==> src/rtl/poly_arith_read_sequencer.sv <==
// poly_arith_read_sequencer: interleaved A/B row read issuer for coefficient-wise poly add/sub/mult.
// Optional POLY_ARITH_SRC_CHECK_EN adds an err pulse for rejected starts (bad opcode or source index).
module poly_arith_read_sequencer #(
    parameter int LOGN         = 0,
    parameter int LOGQ         = 0,
    parameter int PE           = 0,
    parameter int NUM_POLY     = 2,
    parameter int DRAIN_CYCLES = 8,
    localparam int N  = 1 << LOGN,
    localparam int DR = (PE < 1) ? 1 : N / 2 / PE,
    localparam int D  = (DR < 1) ? 1 : DR,
    localparam int LD = $clog2(D),
    localparam int RW = (LD < 1) ? 1 : LD,
    localparam int AR = $clog2(NUM_POLY * D),
    localparam int AW = (AR < 1) ? 1 : AR,
    localparam int PR = $clog2(NUM_POLY),
    localparam int PW = (PR < 1) ? 1 : PR,
    // LOGQ only participates here so that it is referenced; it never changes the width
    localparam int CW = $clog2(DRAIN_CYCLES + 1) + ((LOGQ < 0) ? 1 : 0)
) (
    input  logic          clk,
    input  logic          rst,
    input  logic          start,
    input  logic [1:0]    op_req,
    input  logic [PW-1:0] src_a,
    input  logic [PW-1:0] src_b,
    input  logic          swap_req,
    input  logic          stall,
    output logic [1:0]    opcode,
    output logic [AW-1:0] addr,
    output logic          valid,
    output logic          swap,
    output logic          busy,
`ifdef POLY_ARITH_SRC_CHECK_EN
    output logic          err,
`endif
    output logic          done
);
    typedef enum logic [1:0] {IDLE, ISSUE_A, ISSUE_B, DRAIN} state_t;
    state_t        state, state_d;
    logic [RW-1:0] row, row_d;
    logic [CW-1:0] cnt, cnt_d;
    logic [PW-1:0] src_a_q, src_b_q, src_a_d, src_b_d;
    logic [1:0]    opcode_d;
    logic [AW-1:0] addr_d;
    logic          valid_d, swap_d, busy_d, done_d, start_ok;
    // D is a power of two, so src*D+row is a shift and OR rather than a multiply
    function automatic logic [AW-1:0] row_addr(input logic [PW-1:0] src, input logic [RW-1:0] r);
        return (AW'(src) << LD) | AW'(r);
    endfunction
`ifdef POLY_ARITH_SRC_CHECK_EN
    logic err_d, src_bad;
    assign src_bad  = ({1'b0, src_a} >= (PW+1)'(NUM_POLY)) || ({1'b0, src_b} >= (PW+1)'(NUM_POLY));
    assign start_ok = start && op_req != 2'd0 && !src_bad;
`else
    assign start_ok = start && op_req != 2'd0;
`endif
    always_comb begin
        state_d  = state;
        row_d    = row;
        cnt_d    = cnt;
        src_a_d  = src_a_q;
        src_b_d  = src_b_q;
        opcode_d = opcode;
        addr_d   = addr;
        valid_d  = 1'b0;
        swap_d   = swap;
        busy_d   = busy;
        done_d   = 1'b0;
`ifdef POLY_ARITH_SRC_CHECK_EN
        err_d    = 1'b0;
`endif
        case (state)
            IDLE: begin
                if (start_ok) begin
                    opcode_d = op_req;
                    src_a_d  = src_a;
                    src_b_d  = src_b;
                    swap_d   = swap_req;
                    row_d    = '0;
                    busy_d   = 1'b1;
                    state_d  = ISSUE_A;
                end
`ifdef POLY_ARITH_SRC_CHECK_EN
                err_d = start && !start_ok;
`endif
            end
            ISSUE_A: begin
                if (!stall) begin
                    addr_d  = row_addr(src_a_q, row);
                    valid_d = 1'b1;
                    state_d = ISSUE_B;
                end
            end
            ISSUE_B: begin
                // stall is ignored here so an A row is always followed by its B row
                addr_d  = row_addr(src_b_q, row);
                valid_d = 1'b1;
                if (row == RW'(D - 1)) begin
                    state_d = DRAIN;
                    cnt_d   = CW'(DRAIN_CYCLES - 1);
                end else begin
                    row_d   = row + 1'b1;
                    state_d = ISSUE_A;
                end
            end
            DRAIN: begin
                if (cnt == '0) begin
                    done_d   = 1'b1;
                    busy_d   = 1'b0;
                    opcode_d = 2'd0;
                    state_d  = IDLE;
                end else begin
                    cnt_d = cnt - 1'b1;
                end
            end
            default: state_d = IDLE;
        endcase
    end
    always_ff @(posedge clk) begin
        if (rst) begin
            state   <= IDLE;
            row     <= '0;
            cnt     <= '0;
            src_a_q <= '0;
            src_b_q <= '0;
            opcode  <= 2'd0;
            addr    <= '0;
            valid   <= 1'b0;
            swap    <= 1'b0;
            busy    <= 1'b0;
            done    <= 1'b0;
`ifdef POLY_ARITH_SRC_CHECK_EN
            err     <= 1'b0;
`endif
        end else begin
            state   <= state_d;
            row     <= row_d;
            cnt     <= cnt_d;
            src_a_q <= src_a_d;
            src_b_q <= src_b_d;
            opcode  <= opcode_d;
            addr    <= addr_d;
            valid   <= valid_d;
            swap    <= swap_d;
            busy    <= busy_d;
            done    <= done_d;
`ifdef POLY_ARITH_SRC_CHECK_EN
            err     <= err_d;
`endif
        end
    end
endmodule

==> config.mk <==
export PLATFORM = sky130hd
export DESIGN_NAME = poly_arith_read_sequencer
export DESIGN_NICKNAME = d
export VERILOG_FILES = /design/src/rtl/poly_arith_read_sequencer.sv
export SDC_FILE = /design/constraint.sdc
export NUM_CORES = 1
export LEC_CHECK = 0
export BUFFER_PORTS_ARGS = -buffer_cell sky130_fd_sc_hd__buf_2
export CAP_MARGIN = 20
export CORE_MARGIN = 2
export CORE_UTILIZATION = 47
export DETAILED_ROUTE_END_ITERATION = 8
export GPL_TIMING_DRIVEN = 0
export HOLD_SLACK_MARGIN = 0.1
export PLACE_DENSITY = 0.72
export SYNTH_ARGS = -nofsm -noshare
export SYNTH_HDL_FRONTEND = slang
export SYNTH_SLANG_ARGS = --single-unit
==> constraint.sdc <==
create_clock -name clk -period 1.5 [get_ports clk]
set_clock_uncertainty 0.05 [all_clocks]
set_input_delay 0 -clock clk [delete_from_list [all_inputs] [get_ports clk]]
set_output_delay 0 -clock clk [all_outputs]
set_load 0.02 [all_outputs]
==> out/metrics.cfg, run 1 <==
[global_route]
grt_pass1_wl_mm = 2.98
overflow = 0
antenna_found_initial = 0
grt_max_degree = 11
grt_pass1_vias = 706
grt_use_total_pct = 19.8

[placed_design]
io_buffers = 15
hpwl_mm = 1.22
place_inst = 120
placed_area_um2 = 923
gp_congestion = 0.717

[sta]
fin_crit_ns = 1.64
slew_violations = 0
worst_slack_ns = -0.139
max_slew_margin_pct = 65.3
rsz0062_at_grt = true
hold_slack_ns = 0.430
max_freq_mhz = 610
finalSetupViolations = 6
worst_pin_slew_ns = 0.521
finalCritPeriodShare_pct = 109
finalHoldViolations = 0

[detailed_routing]
vias_per_cell = 5.63
drtIter0Drc = 15
drc = 0
wirelength_mm = 1.89
wl_per_cell_um = 13.9
antenna_left = 0
num_vias = 765
drt_pass1_iterations = 4

[finish]
final_cell_area_um2 = 1120
fin_util_pct = 67.3
fillers = 130
drive_above_1_share_pct = 38.7
syn_to_final_growth_pct = 38.4
stdcell_count = 136
antenna-diode-count = 0
fin_nets = 135

[floorplan]
die_w_um = 45.6
die_h_um = 45.6
placeableCoreArea_um2 = 1670
ioPinCount = 16
die_area_um2 = 2080
row_count = 15
start_util_pct = 48.6

[logic_synthesis]
synth_cells = 88
synthMostInstantiatedCell = dfxtp_1
postSynthAreaPerCell_um2 = 9.23
async_flop_share_pct = 0
synthesis.nets = 103
synth_simple_gate_area_share_pct = 19.6
synth-seq-cells = 15
synth.yosys.seq_area_share_pct = 37.0
syn_area_um2 = 812
yosys_warnings = 0
synth_edf_count = 0
synthTopCellsByCount = dfxtp_1 (15), nor2_1 (10), inv_1 (7)
synth_compound_area_share_pct = 21.4
synthTopCellsByArea = dfxtp_1 (37%), ha_1 (9.2%), mux2i_1 (6.2%), nor2_1 (4.6%), a221oi_4 (3.2%)
synth_top_cell_area_share_pct = 37.0
synth.distinct_cells = 34
ys.flop_type = dfxtp_1
synthMuxAreaShare_pct = 6.16
synth_fa_ha_area_share_pct = 9.24
synth_top_family_by_area = compound AO/OA/AOI/OAI gates
synth_xor_area_share_pct = 0
synth.largest_area_cell = dfxtp_1

[setup_path]
crit_fanout = 4
cp.arrival_ns = 1.80
crit_start = cnt[0]$_SDFFE_PP0P_
rr_endpoint = state[0]$_SDFFE_PP0P_
cp-start-kind = register
cp_slowest_cell = or3b_1
worstSetupEndpointType = register
path_class = reg -> reg
worstReg2RegStart = cnt[0]$_SDFFE_PP0P_
max_stage_delay_ns = 0.35
path_cells = inv_2 -> ha_4 -> or3b_1 -> buf_6 -> a221oi_4 -> mux2i_1
reg2regPathDepth = 6
worstPathRequired_ns = 1.66
reg2reg_slack_ns = -0.14

[worst_hold_path]
hold_depth = 2
holdPathEnd = busy$_SDFFE_PP0P_
hold_class = reg -> reg
hold_path.startpoint = busy$_SDFFE_PP0P_

[power_and_ir_drop]
pwr-share-seq_pct = 30.2
p_comb_share_pct = 58.6
ir_drop_mv = 0.903
power_frac_clock_pct = 11.2
internal_power_uw = 1230
p_leak_uw = 0.000463
p_per_area_nw_per_um2 = 1830
switching_share_pct = 40.3
p_total_uw = 2060
power_switching_uw = 828

[cts]
cts_buffers = 3
numClockSinks = 15
cts_root_buffer = clkbuf_4
cts_max_path_buffers = 2
cts.clk_slew.worst_paths_ns = 0.09
cts_tree = built
clk_latency_ns = 0.28
htreeDepth = 1

[flow_run]
drv_cap = 0

[outcome]
status = finished, violations left
failed_checks = setup timing

[per-stage QoR]
| stage | setup WS (ns) | TNS, ns |
|---|---|---|
| 4_1_cts | -0.148 | -0.914 |
| 2_1_floorplan | -0.0785 | -0.157 |
| 3_3_place_gp | -0.186 | -1.19 |
| 3_5_place_dp | -0.295 | -2.00 |
| 5_1_grt | -0.197 | -1.08 |
| 6_report | -0.139 | -0.557 |
[kinds of logic after synthesis]
logic type,Yosys count
AND/OR/NAND/NOR,28
flip-flops,15
AO/OA/AOI/OAI,22
adder cells (fa/ha/maj),6
multiplexers,5
buffers and inverters,12
[area by class of cell]
cell class                      instances  area, µm²  share of cell area, %
Buffer                                  3       22.5                   2.00
Clock buffer                            3       22.5                   2.00
Clock inverter                          1       5.00                  0.445
Inverter                                7       26.3                   2.34
Multi-Input combinational cell         61        520                   46.3
Sequential cell                        15        305                   27.2
Tap cell                               17       21.3                   1.89
Timing Repair Buffer                   29        200                   17.8
[how the worst max path moves through the flow]
| stage | cells after the start | to | slack, ns |
|---|---|---|---|
| 6_report | 6 | state[0]$_SDFFE_PP0P_ | -0.14 |
| 2_1_floorplan | 6 | state[0]$_SDFFE_PP0P_ | -0.08 |
| 5_1_grt | 6 | state[1]$_SDFFE_PP0P_ | -0.20 |
| 3_5_place_dp | 6 | addr$_SDFFE_PP0P_ | -0.30 |
| 3_3_place_gp | 6 | addr$_SDFFE_PP0P_ | -0.19 |
| 4_1_cts | 6 | state[0]$_SDFFE_PP0P_ | -0.15 |
[sequential cells by signal, indices dropped and copies added, names as in the netlist]
signal	cells
valid	1
addr	1
opcode	2
done	1
busy	1
src_b_q	1
state	2
src_a_q	1
cnt	4
swap	1
[metal layers]
metal | track usage, % | routed length, µm | part of all wire (%)
met4 | 7.65 | 12 | 0.63
met2 | 33.0 | 988 | 52
met1 | 24.9 | 844 | 45
met3 | 3.57 | 44 | 2.3
met5 | 0 | 0 | 0
[cells in the final DEF, fill, tap and decap left out, types with 4 or more instances in the layout]
cell type / netlist / final
dfxtp_2: 0 / 4
a31oi_1: 4 / 4
dlygate4sd3_1: 0 / 8
nor2_1: 10 / 10
dfxtp_1: 15 / 11
mux2i_1: 5 / 5
clkbuf_4: 0 / 4
buf_4: 0 / 6
buf_2: 0 / 15
inv_1: 7 / 5
[worst max-delay path: cells and delay by family (launching register included)]
| kind | cells | cell delay (ns) |
|---|---|---|
| mux | 1 | 0.22 |
| simple gates | 1 | 0.35 |
| fa+ha+maj | 1 | 0.13 |
| flops | 1 | 0.33 |
| compound gates | 1 | 0.27 |
| buf+inv | 2 | 0.21 |
[what timing repair did]
| action | CTS | global route |
|---|---|---|
| hold buffers | 8 | 0 |
| pin swaps | 4 | 3 |
| buffers inserted | 6 | 0 |
| cloned | 0 | 0 |
| hold endpoints to repair | 11 | 0 |
| endpoints found under the setup margin | 13 | 13 |
| resized for setup | 10 | 6 |
[power by group through the flow]
stage / clock [µW] / sequential, µW / combinational [µW]
CTS: 240 / 606 / 1120
finish: 231 / 621 / 1200
global placement: 0 / 610 / 872
floorplan: 0 / 653 / 665
detailed placement: 0 / 622 / 902
global route: 259 / 637 / 1310
No activity file was read; power rests on OpenSTA's default activity.
==> run 2, diff against run 1 <==
==> config.mk (replaced) <==
export PLATFORM = sky130hd
export DESIGN_NAME = poly_arith_read_sequencer
export DESIGN_NICKNAME = d
export VERILOG_FILES = /design/src/rtl/poly_arith_read_sequencer.sv
export SDC_FILE = /design/constraint.sdc
export NUM_CORES = 1
export LEC_CHECK = 0
export CAP_MARGIN = 20
export CORE_MARGIN = 2
export CORE_UTILIZATION = 53
export DETAILED_ROUTE_END_ITERATION = 8
export DONT_BUFFER_PORTS = 1
export GPL_TIMING_DRIVEN = 0
export HOLD_SLACK_MARGIN = 0.1
export PLACE_DENSITY = 0.71
export SYNTH_ARGS = -nofsm -noshare
export SYNTH_HDL_FRONTEND = slang
export SYNTH_SLANG_ARGS = --single-unit
==> run 2 against run 1 <==
The run ends with hold timing, setup timing left. Clock power rose by 4%. Critical endpoint unchanged. Register-to-register slack got worse by 0.06 ns. Cell count fell by 8.1%.
==> out/metrics.cfg, run 2 (same netlist as run 1, synthesis figures left out) <==
[setup_path]
worstReg2RegStart = cnt[0]$_SDFFE_PP0P_
crit_start = cnt[0]$_SDFFE_PP0P_
path_cells = inv_2 -> ha_4 -> or3b_1 -> buf_6 -> a221oi_4 -> mux2i_1
path_buf_inv = 2  ; unchanged
rr_endpoint = state[0]$_SDFFE_PP0P_
cp.depth = 6  ; unchanged
reg2reg_slack_ns = -0.20  ; -0.06 ns
reg2regPathDepth = 6  ; unchanged
worstPathRequired_ns = 1.65  ; about the same
critPathCapture = state[0]$_SDFFE_PP0P_
max_stage_delay_ns = 0.38  ; +0.03 ns
cp-start-kind = register
crit_family = simple AND/OR/NAND/NOR gates
cp_slowest_cell = or3b_1
crit_fanout = 2  ; -2
path_class = reg -> reg
worstSetupEndpointType = register
cp.arrival_ns = 1.85  ; +0.05 ns

[floorplan]
die_w_um = 43.1  ; -5.3%
row_count = 14  ; -1
start_util_pct = 55.2  ; +6.6 points
ioPinCount = 16  ; unchanged
die_area_um2 = 1860  ; -10%
die_h_um = 43.1  ; -5.3%
placeableCoreArea_um2 = 1470  ; -12%

[power_and_ir_drop]
power_switching_uw = 930  ; +12%
p_comb_share_pct = 60.2  ; +1.6 points
internal_power_uw = 1390  ; +13%
ir_drop_mv = 1.42  ; +57%
switching_share_pct = 40.0  ; -0.24 points
p_per_area_nw_per_um2 = 2040  ; +11%
pwr-share-seq_pct = 29.4  ; -0.8 points
p_leak_uw = 0.000423  ; -8.7%
power_frac_clock_pct = 10.4  ; -0.8 points

[cts]
htreeDepth = 1  ; unchanged
numClockSinks = 15  ; unchanged
clk_latency_ns = 0.29  ; about the same
cts_tree = built
cts.clk_slew.worst_paths_ns = 0.10  ; about the same
cts_buffers = 3  ; unchanged
cts_max_path_buffers = 2  ; unchanged
cts_hold_buf = 9  ; +1
cts_root_buffer = clkbuf_4

[finish]
final_common_cell = dfxtp_1
largestRegisters = cnt: 4 flops, opcode: 2 flops, state: 2 flops
final_cell_area_um2 = 1140  ; +1.4%
syn_to_final_growth_pct = 40.4
antenna-diode-count = 0  ; unchanged
largest_reg_flops = 4  ; unchanged
final_cell_mix = dfxtp_1 (11), nor2_1 (10), dlygate4sd3_1 (9), buf_4 (8), mux2i_1 (5)
drive_above_1_share_pct = 36.7  ; -2.0 points
max_flop_register = cnt
fin_nets = 125  ; -7.4%

[global_route]
overflow = 0  ; unchanged
grt_use_total_pct = 23.8  ; +4.1 points
grt_pass1_vias = 771  ; +9.2%
antenna_found_initial = 0  ; unchanged
grt_pass1_wl_mm = 3.31  ; +11%
grt_max_degree = 11  ; unchanged

[sta]
rsz0062_at_grt = true
finalSetupViolations = 7  ; +1
finalHoldViolations = 3  ; +3
max_slew_margin_pct = 65.9  ; +0.63 points
worst_slack_ns = -0.196  ; -0.0574 ns
finalCritPeriodShare_pct = 113  ; +3.8 points
max_freq_mhz = 590  ; -3.4%
slew_violations = 0  ; unchanged
worst_pin_slew_ns = 0.511  ; -0.00941 ns
fin_crit_ns = 1.70  ; +0.0574 ns
hold_slack_ns = -0.126  ; -0.556 ns

[detailed_routing]
wl_per_cell_um = 16.1  ; +16%
wirelength_mm = 2.01  ; +6.5%
vias_per_cell = 5.91  ; +5.1%
met2_wirelength_mm = 1.12  ; +13%
wl_met3_um = 62  ; +41%
num_vias = 739  ; -3.4%
drt_pass1_iterations = 4  ; unchanged
drc = 0  ; unchanged
m1WireLength_um = 793  ; -6.0%
antenna_left = 0  ; unchanged
drtIter0Drc = 12  ; -3
top_layer_used = met4

[placed_design]
hpwl_mm = 1.12  ; -8.5%
pre_cts_ws_ns = -0.195  ; +0.101 ns
gp_congestion = 0.724  ; +0.98%
placed_area_um2 = 847  ; -8.3%
io_buffers = 0  ; -15

[flow_run]
drv_cap = 0  ; unchanged

[outcome]
status = finished, violations left
failed_checks = hold timing, setup timing

[worst_hold_path]
hold_class = in -> reg

==> run 2: per-stage QoR <==
stage	util [%]	total power, µW	setup TNS, ns	cells
floorplan	-	1320	-0.157	88
global placement	57.6	1440	-1.33	104
detailed placement	57.6	1470	-1.67	104
CTS	71.6	2030	-1.01	123
global route	77.5	2470	-1.53	125
finish	77.5	2320	-1.01	125
==> run 2: power by group through the flow <==
stage          Combinational (µW)  Sequential (µW)  Clock (µW)
6_report                     1400              683         241
5_1_grt                      1510              696         265
4_1_cts                      1130              662         237
3_5_place_dp                  793              678           0
3_3_place_gp                  766              674           0
2_1_floorplan                 665              653           0
==> run 2: cell type report <==
cell class / count / area [µm²]
buffer: 3 / 22.5
timing repair buffer: 19 / 181
clock buffer: 4 / 26.3
tap: 16 / 20.0
sequential: 15 / 305
fill: 106 / 332
multi-input combinational: 61 / 558
inverter: 7 / 26.3
==> run 2: worst min-delay path by stage <==
stage                from                     end  slack (ns)  cells past startpoint
floorplan             rst       busy$_SDFFE_PP0P_        0.03                      1
global placement      rst       busy$_SDFFE_PP0P_        0.04                      1
detailed placement    rst       busy$_SDFFE_PP0P_        0.04                      1
CTS                 start  opcode[0]$_SDFFE_PP0P_       -0.13                      2
global route        start  opcode[0]$_SDFFE_PP0P_       -0.10                      2
finish              start  opcode[0]$_SDFFE_PP0P_       -0.13                      2
==> run 2: repair_timing <==
action	in CTS	in global routing
gates resized for setup	9	17
hold endpoints to repair	14	3
endpoints found under the setup margin	13	13
pin swaps	6	4
buffers inserted	7	3
gates cloned	0	0
==> run 2: per-layer routing <==
layer	up-vias	GRT usage [%]
met5	-	0
met4	0	11.5
met3	4	5.11
met2	21	41.2
met1	355	27.3
li1	359	-
==> run 2: worst reg2reg max path, stage by stage, from the launching register on <==
cell	delay [ns]
dfxtp_2	0.34
inv_2	0.07
ha_4	0.13
or3b_1	0.38
buf_6	0.15
a221oi_4	0.28
mux2i_1	0.22
